--- src/rtl/dram_arbiter_pkg.sv ---
// Shared types and constants for the DRAM request-port arbiter.
// Also provides the legacy `DRAMW / `DRAM_REQ_* macros for older CORE files.
`ifndef DRAMW
`define DRAMW 32
`endif
`ifndef DRAM_REQ_READ
`define DRAM_REQ_READ 2'd1
`endif
`ifndef DRAM_REQ_WRITE
`define DRAM_REQ_WRITE 2'd2
`endif

package dram_arbiter_pkg;

    localparam int DRAMW = 32;

    localparam logic [1:0] DRAM_REQ_NONE  = 2'd0;
    localparam logic [1:0] DRAM_REQ_READ  = 2'd1;
    localparam logic [1:0] DRAM_REQ_WRITE = 2'd2;

    typedef enum logic [1:0] {
        ARB_IDLE  = 2'd0,
        ARB_ISSUE = 2'd1,
        ARB_XFER  = 2'd2,
        ARB_DONE  = 2'd3
    } arb_state_t;

endpackage

--- src/rtl/dram_arbiter_rr_pick.sv ---
// Combinational round-robin picker: first requesting index at or after
// i_ptr, wrapping, returned both one-hot and as an index.
module rr_pick #(
    parameter int NREQ = 2,
    parameter int PW   = 1
) (
    input  logic [NREQ-1:0] i_req,
    input  logic [PW-1:0]   i_ptr,
    output logic [NREQ-1:0] o_win,
    output logic [PW-1:0]   o_idx,
    output logic            o_valid
);

    always_comb begin
        // NOTE: every output gets a default before the loop, so no path infers a latch.
        o_win   = '0;
        o_idx   = '0;
        o_valid = 1'b0;
        for (int k = 0; k < NREQ; k++) begin
            if (!o_valid && i_req[(int'(i_ptr) + k) % NREQ]) begin
                o_valid                          = 1'b1;
                o_win[(int'(i_ptr) + k) % NREQ] = 1'b1;
                o_idx                            = PW'((int'(i_ptr) + k) % NREQ);
            end
        end
    end

endmodule

--- src/rtl/dram_arbiter.sv ---
// Grants the single DRAM request port to NREQ requesters, one whole transfer
// per grant. Define DRAM_ARB_FIXPRI_EN for fixed priority (lowest index wins).
module dram_arbiter
    import dram_arbiter_pkg::*;
#(
    parameter int NREQ = 2,
    parameter int DW   = DRAMW
) (
    input  logic              CLK,
    input  logic              RST,
    input  logic [2*NREQ-1:0] R_REQ,
    input  logic [32*NREQ-1:0] R_INITADR,
    input  logic [32*NREQ-1:0] R_BLOCKS,
    input  logic [DW*NREQ-1:0] R_DIN,
    output logic [NREQ-1:0]   R_GNT,
    output logic [NREQ-1:0]   R_BUSY,
    output logic [NREQ-1:0]   R_DONE,
    output logic [NREQ-1:0]   R_W,
    output logic [NREQ-1:0]   R_DOUTEN,
    output logic [DW-1:0]     R_DOUT,
    output logic [1:0]        D_REQ,
    output logic [31:0]       D_INITADR,
    output logic [31:0]       D_ELEM,
    output logic [DW-1:0]     D_DIN,
    input  logic              D_BUSY,
    input  logic              D_W,
    input  logic              D_DOUTEN,
    input  logic [DW-1:0]     D_DOUT
);

    localparam int PW = (NREQ > 1) ? $clog2(NREQ) : 1;

    arb_state_t      r_state, w_state_nxt;
    logic [PW-1:0]   r_owner, r_ptr, w_win_idx, w_ptr_nxt;
    logic [1:0]      r_kind;
    logic [31:0]     r_initadr, r_blocks, r_remain;
    logic [NREQ-1:0] w_req_vld, w_win, w_owner_oh;
    logic            w_any, w_take, w_beat;
    logic [1:0]      w_sel_code;
    logic [31:0]     w_sel_adr, w_sel_blocks;

    // Only READ/WRITE codes compete; code 3 is never granted.
    always_comb begin
        for (int i = 0; i < NREQ; i++)
            w_req_vld[i] = (R_REQ[2*i +: 2] == DRAM_REQ_READ) ||
                           (R_REQ[2*i +: 2] == DRAM_REQ_WRITE);
    end

    rr_pick #(.NREQ(NREQ), .PW(PW)) u_pick (
        .i_req   (w_req_vld),
        .i_ptr   (r_ptr),
        .o_win   (w_win),
        .o_idx   (w_win_idx),
        .o_valid (w_any)
    );

    assign w_sel_code   = R_REQ[2*w_win_idx +: 2];
    assign w_sel_adr    = R_INITADR[32*w_win_idx +: 32];
    assign w_sel_blocks = R_BLOCKS[32*w_win_idx +: 32];
    assign w_take       = (r_state == ARB_IDLE) && !D_BUSY && w_any;
    assign w_beat       = (r_kind == DRAM_REQ_READ) ? D_DOUTEN : D_W;
    assign w_owner_oh   = {{(NREQ-1){1'b0}}, 1'b1} << r_owner;
    assign D_DIN        = R_DIN[DW*r_owner +: DW];
    assign R_DOUT       = D_DOUT;

`ifdef DRAM_ARB_FIXPRI_EN
    assign w_ptr_nxt = '0;
`else
    assign w_ptr_nxt = (r_owner == PW'(NREQ-1)) ? '0 : r_owner + 1'b1;
`endif

    always_comb begin
        w_state_nxt = r_state;
        case (r_state)
            ARB_IDLE:  if (w_take) w_state_nxt = (w_sel_blocks == '0) ? ARB_DONE : ARB_ISSUE;
            ARB_ISSUE: w_state_nxt = ARB_XFER;
            ARB_XFER:  if (r_remain == '0 || (w_beat && r_remain == 32'd1))
                           w_state_nxt = ARB_DONE;
            default:   w_state_nxt = ARB_IDLE;
        endcase
    end

    // Outputs are forced low while RST is held so reset clears them in the same cycle.
    always_comb begin
        R_GNT     = '0;
        R_BUSY    = '0;
        R_DONE    = '0;
        R_W       = '0;
        R_DOUTEN  = '0;
        D_REQ     = DRAM_REQ_NONE;
        D_INITADR = '0;
        D_ELEM    = '0;
        if (!RST) begin
            if (w_take) R_GNT = w_win;
            R_BUSY = R_GNT | ((r_state != ARB_IDLE) ? w_owner_oh : '0);
            case (r_state)
                ARB_ISSUE: begin
                    D_REQ     = r_kind;
                    D_INITADR = r_initadr;
                    D_ELEM    = r_blocks;
                end
                ARB_XFER: begin
                    if (D_W)      R_W      = w_owner_oh;
                    if (D_DOUTEN) R_DOUTEN = w_owner_oh;
                end
                ARB_DONE:  R_DONE = w_owner_oh;
                default:   ;
            endcase
        end
    end

    always_ff @(posedge CLK or posedge RST) begin
        if (RST) begin
            r_state   <= ARB_IDLE;
            r_owner   <= '0;
            r_ptr     <= '0;
            r_kind    <= DRAM_REQ_NONE;
            r_initadr <= '0;
            r_blocks  <= '0;
            r_remain  <= '0;
        end else begin
            // NOTE: non-blocking so every register samples pre-edge values, independent of statement order.
            r_state <= w_state_nxt;
            if (w_take) begin
                r_owner   <= w_win_idx;
                r_kind    <= w_sel_code;
                r_initadr <= w_sel_adr;
                r_blocks  <= w_sel_blocks;
                r_remain  <= w_sel_blocks;
            end else if (r_state == ARB_XFER && w_beat && r_remain != '0) begin
                r_remain <= r_remain - 32'd1;
            end
            if (r_state == ARB_DONE) r_ptr <= w_ptr_nxt;
        end
    end

endmodule

--- config.mk ---
export PLATFORM = sky130hd
export DESIGN_NAME = dram_arbiter
export DESIGN_NICKNAME = d
export VERILOG_FILES = /design/src/rtl/dram_arbiter_pkg.sv /design/src/rtl/dram_arbiter_rr_pick.sv /design/src/rtl/dram_arbiter.sv
export SDC_FILE = /design/constraint.sdc
export NUM_CORES = 1
export LEC_CHECK = 0
export BUFFER_PORTS_ARGS = -buffer_cell sky130_fd_sc_hd__buf_2
export CAP_MARGIN = 0
export CELL_PAD_IN_SITES_DETAIL_PLACEMENT = 1
export CELL_PAD_IN_SITES_GLOBAL_PLACEMENT = 2
export CORE_ASPECT_RATIO = 0.75
export CORE_UTILIZATION = 26
export DETAILED_ROUTE_END_ITERATION = 10
export GPL_ROUTABILITY_DRIVEN = 0
export MAX_ROUTING_LAYER = met4
export PLACE_DENSITY_LB_ADDON = 0.1
export SLEW_MARGIN = 30
export SYNTH_ARGS = -nofsm -noshare
export SYNTH_HDL_FRONTEND = slang
export SYNTH_HIERARCHICAL = 1
export SYNTH_SLANG_ARGS = --single-unit
--- constraint.sdc ---
create_clock -name CLK -period 6.4 [get_ports CLK]
set_input_delay 0.96 -clock CLK [delete_from_list [all_inputs] [get_ports CLK]]
set_output_delay 0.96 -clock CLK [all_outputs]
set_load 0.02 [all_outputs]
==> results.py <==
metrics = {
    "outcome": {
        "status": "completed",
    },
    "routing": {
        "drtIter0Drc": 320,
        "routed_wl_um": 25300,
        "viasPerCell": 4.813,
        "drcViolationCount": 0,
        "drtAntennaViolNets": 0,
        "drtPass1Iterations": 5,
        "post_drt_wl_per_cell_um": 18.97,
        "vias": 6420,
    },
    "setup_path": {
        "endpoint_kind": "primary output",
        "crit_type": "input port to primary output",
        "crit_path_top_delay_cell": "or2_2",
        "cp.arrival_ns": 2.43,
        "path_cells": "buf_2 -> xor2_1 -> or2_1 -> and3b_2 -> and3_1 -> or2_2 -> buf_2",
        "cpMostUsedCell": "buf_2",
        "crit_required_ns": 5.44,
        "crit_fanout": 4,
        "cp-start-kind": "input port",
        "slowest_delay_ns": 0.29,
    },
    "logic_synthesis": {
        "yosysUniqueCellTypes": 53,
        "netlist_area_mm2": 0.006663,
        "yosysWarnings": 6,
        "synth_nets": 982,
        "async_flop_share": 1.000,
        "postSynthAreaPerCell_um2": 8.967,
        "synth_edf_count": 0,
        "synthCells": 743,
        "ys_ff_latch": 102,
        "ys.flop_type": "dfrtp_1",
        "ys_seq_area_frac": 0.3831,
    },
    "global_route": {
        "grt_util_all_layers": 0.1972,
        "grt_max_degree": 73,
        "antenna_found_initial": 1,
        "overflow": 0,
        "grt_pass1_wl_um": 38960,
        "grt_pass1_vias": 6286,
    },
    "finish": {
        "fin_area_mm2": 0.008668,
        "layout_commonest_cell": "buf_2",
        "nNetsFinal": 1229,
        "fin_cells": 1334,
        "area_delta_synth_final_pct": 30.10,
        "nFillCells": 3016,
        "layout-drive-gt1-share": 0.3910,
        "final_cell_mix": "buf_2 (308), dfrtp_1 (102), and2_1 (68)",
    },
    "die": {
        "fp.dieH_um": 140.6,
        "dieArea_mm2": 0.02628,
        "start_util": 0.2656,
        "die-width_um": 186.8,
        "core_area_mm2": 0.02509,
        "num_rows": 50,
        "ioPinCount": 373,
    },
    "clock_tree": {
        "htree_levels": 3,
        "cts_root_buffer": "clkbuf_16",
        "cts_buffers": 9,
        "postCtsSetupBuffers": 0,
        "insertion_delay_ns": 0.36,
        "cts_tree": "yes",
        "postCtsHoldBufs": 0,
        "cts_buffer_depth": 2,
        "cts_sinks": 102,
        "clk_pin_slew_ns": 0.08,
        "cts_resized": 0,
    },
    "run": {
        "drv_cap": 0,
    },
    "power_and_ir_drop": {
        "p_leak_nw": 4.027,
        "pwr_density_cell_mw_per_mm2": 376.4,
        "ir_drop_uv": 128.1,
    },
    "sta": {
        "slew_headroom": 0.3486,
        "fin_crit_sh": 0.5300,
        "clock.fmax_mhz": 294.8,
        "rsz0062_at_grt": "false",
        "worst_slack_ns": 3.008,
        "tightest_slew_ns": 0.9682,
        "setup_viol_count_final": 0,
        "layout_min_cycle_time_ns": 3.392,
        "finalMaxSlewViolations": 0,
        "clock_skew_ns": 0.01164,
        "setup_tns_ns": 0,
        "hold_viol_final": 0,
    },
    "place": {
        "dpl_cell_area_mm2": 0.008308,
        "dpl.hpwl_um": 19550,
        "io_buffers": 308,
        "dpl_worst_slack_ns": 3.026,
        "post-place-cells": 1317,
    },
    "hold_path": {
        "hp-class": "flip-flop to flip-flop",
    },
}
[worst max-delay path: cells and delay by family]
| family | cells | cell delay, ns |
|---|---|---|
| buffers and inverters | 2 | 0.27 |
| xor gates and xnor gates | 1 | 0.21 |
| and+or+nand+nor | 4 | 0.99 |
[flip-flops by register name, summed over array words and instances, names as in the netlist]
name,count
r_blocks,32
r_initadr,32
r_kind,2
r_owner,1
r_ptr,1
r_remain,32
r_state,2
[final cells by class]
| class | instances | area (um2) | share of cell area |
|---|---|---|---|
| Clock buffer | 9 | 225.2 | 0.02598 |
| Inverter | 7 | 28.78 | 0.003320 |
| Sequential cell | 102 | 2552 | 0.2945 |
| Clock inverter | 7 | 126.4 | 0.01458 |
| Multi-Input combinational cell | 551 | 3682 | 0.4248 |
| Antenna cell | 1 | 2.502 | 0.0002887 |
| Timing Repair Buffer | 319 | 1628 | 0.1878 |
| Tap cell | 338 | 422.9 | 0.04879 |
[power breakdown]
group	switching, mW	total (mW)	internal, mW
Clock	0.275	0.663	0.389
Combinational	0.857	1.42	0.568
Sequential	0.218	1.17	0.956
[cell families after synthesis]
logic type | count (synthesis) | share of synthesized area
AO/OA/AOI/OAI | 144 | 0.1407
XOR/XNOR | 2 | 0.002630
adder cells (fa/ha/maj) | 6 | 0.01127
buffers and inverters | 90 | 0.07023
flip-flops | 102 | 0.3831
multiplexers | 76 | 0.1204
AND/OR/NAND/NOR | 323 | 0.2717
[synthesized netlist by cell type, types with 3 or more instances]
library cell | number | share of area
mux2i_1 | 43 | 0.065
nor3_1 | 7 | 0.0053
buf_4 | 32 | 0.036
nor4_1 | 15 | 0.014
a21oi_1 | 5 | 0.0038
inv_1 | 7 | 0.0039
a21boi_0 | 3 | 0.0034
or3_1 | 17 | 0.016
mux2_2 | 33 | 0.056
nor2b_1 | 30 | 0.028
buf_1 | 6 | 0.0034
o21ai_0 | 44 | 0.033
and3b_1 | 3 | 0.0039
clkbuf_1 | 42 | 0.024
dfrtp_1 | 102 | 0.38
or4_1 | 30 | 0.034
o31ai_1 | 19 | 0.021
and2_1 | 68 | 0.064
nand4_1 | 4 | 0.0038
o21a_1 | 5 | 0.0056
a211oi_1 | 27 | 0.030
o31a_1 | 3 | 0.0039
nor2_1 | 67 | 0.038
ha_1 | 6 | 0.011
a31oi_1 | 27 | 0.025
and3_1 | 6 | 0.0056
or2_2 | 10 | 0.0094
nand2_1 | 50 | 0.028
[layer usage]
metal / track usage / up-vias / wire [um]
met3: 0.03585 / 18 / 1018
met1: 0.2850 / 3101 / 13140
met2: 0.2863 / 165 / 10940
met4: 0.03710 / 0 / 210
li1: - / 3136 / -
met5: - / - / 0
[worst paths after layout]
kind / startpoint / end / slack [ns] / cells past startpoint
max in group asynchronous: RST / r_blocks[20]$_DFFE_PP0P_ / 4.67 / 3
min in group asynchronous: RST / r_initadr[23]$_DFFE_PP0P_ / 0.68 / 2
min: r_initadr[5]$_DFFE_PP0P_ / r_initadr[5]$_DFFE_PP0P_ / 0.48 / 2
max: R_REQ[1] / R_BUSY[0] / 3.01 / 7
min reg2reg: r_initadr[5]$_DFFE_PP0P_ / r_initadr[5]$_DFFE_PP0P_ / 0.48 / 2
max reg2reg: r_state[0]$_DFFE_PP0P_ / r_remain[26]$_DFFE_PP0P_ / 3.36 / 7
[stage by stage]
step	total power, mW	hold slack (ns)	utilization
floorplan	2.133	0.4418	-
global placement	2.603	0.4561	0.3307
detailed placement	2.625	0.4627	0.3312
CTS	3.308	0.4813	0.3452
global route	3.518	0.4972	0.3455
finish	3.262	0.4763	0.3455
(Power assumes the default switching activity.)
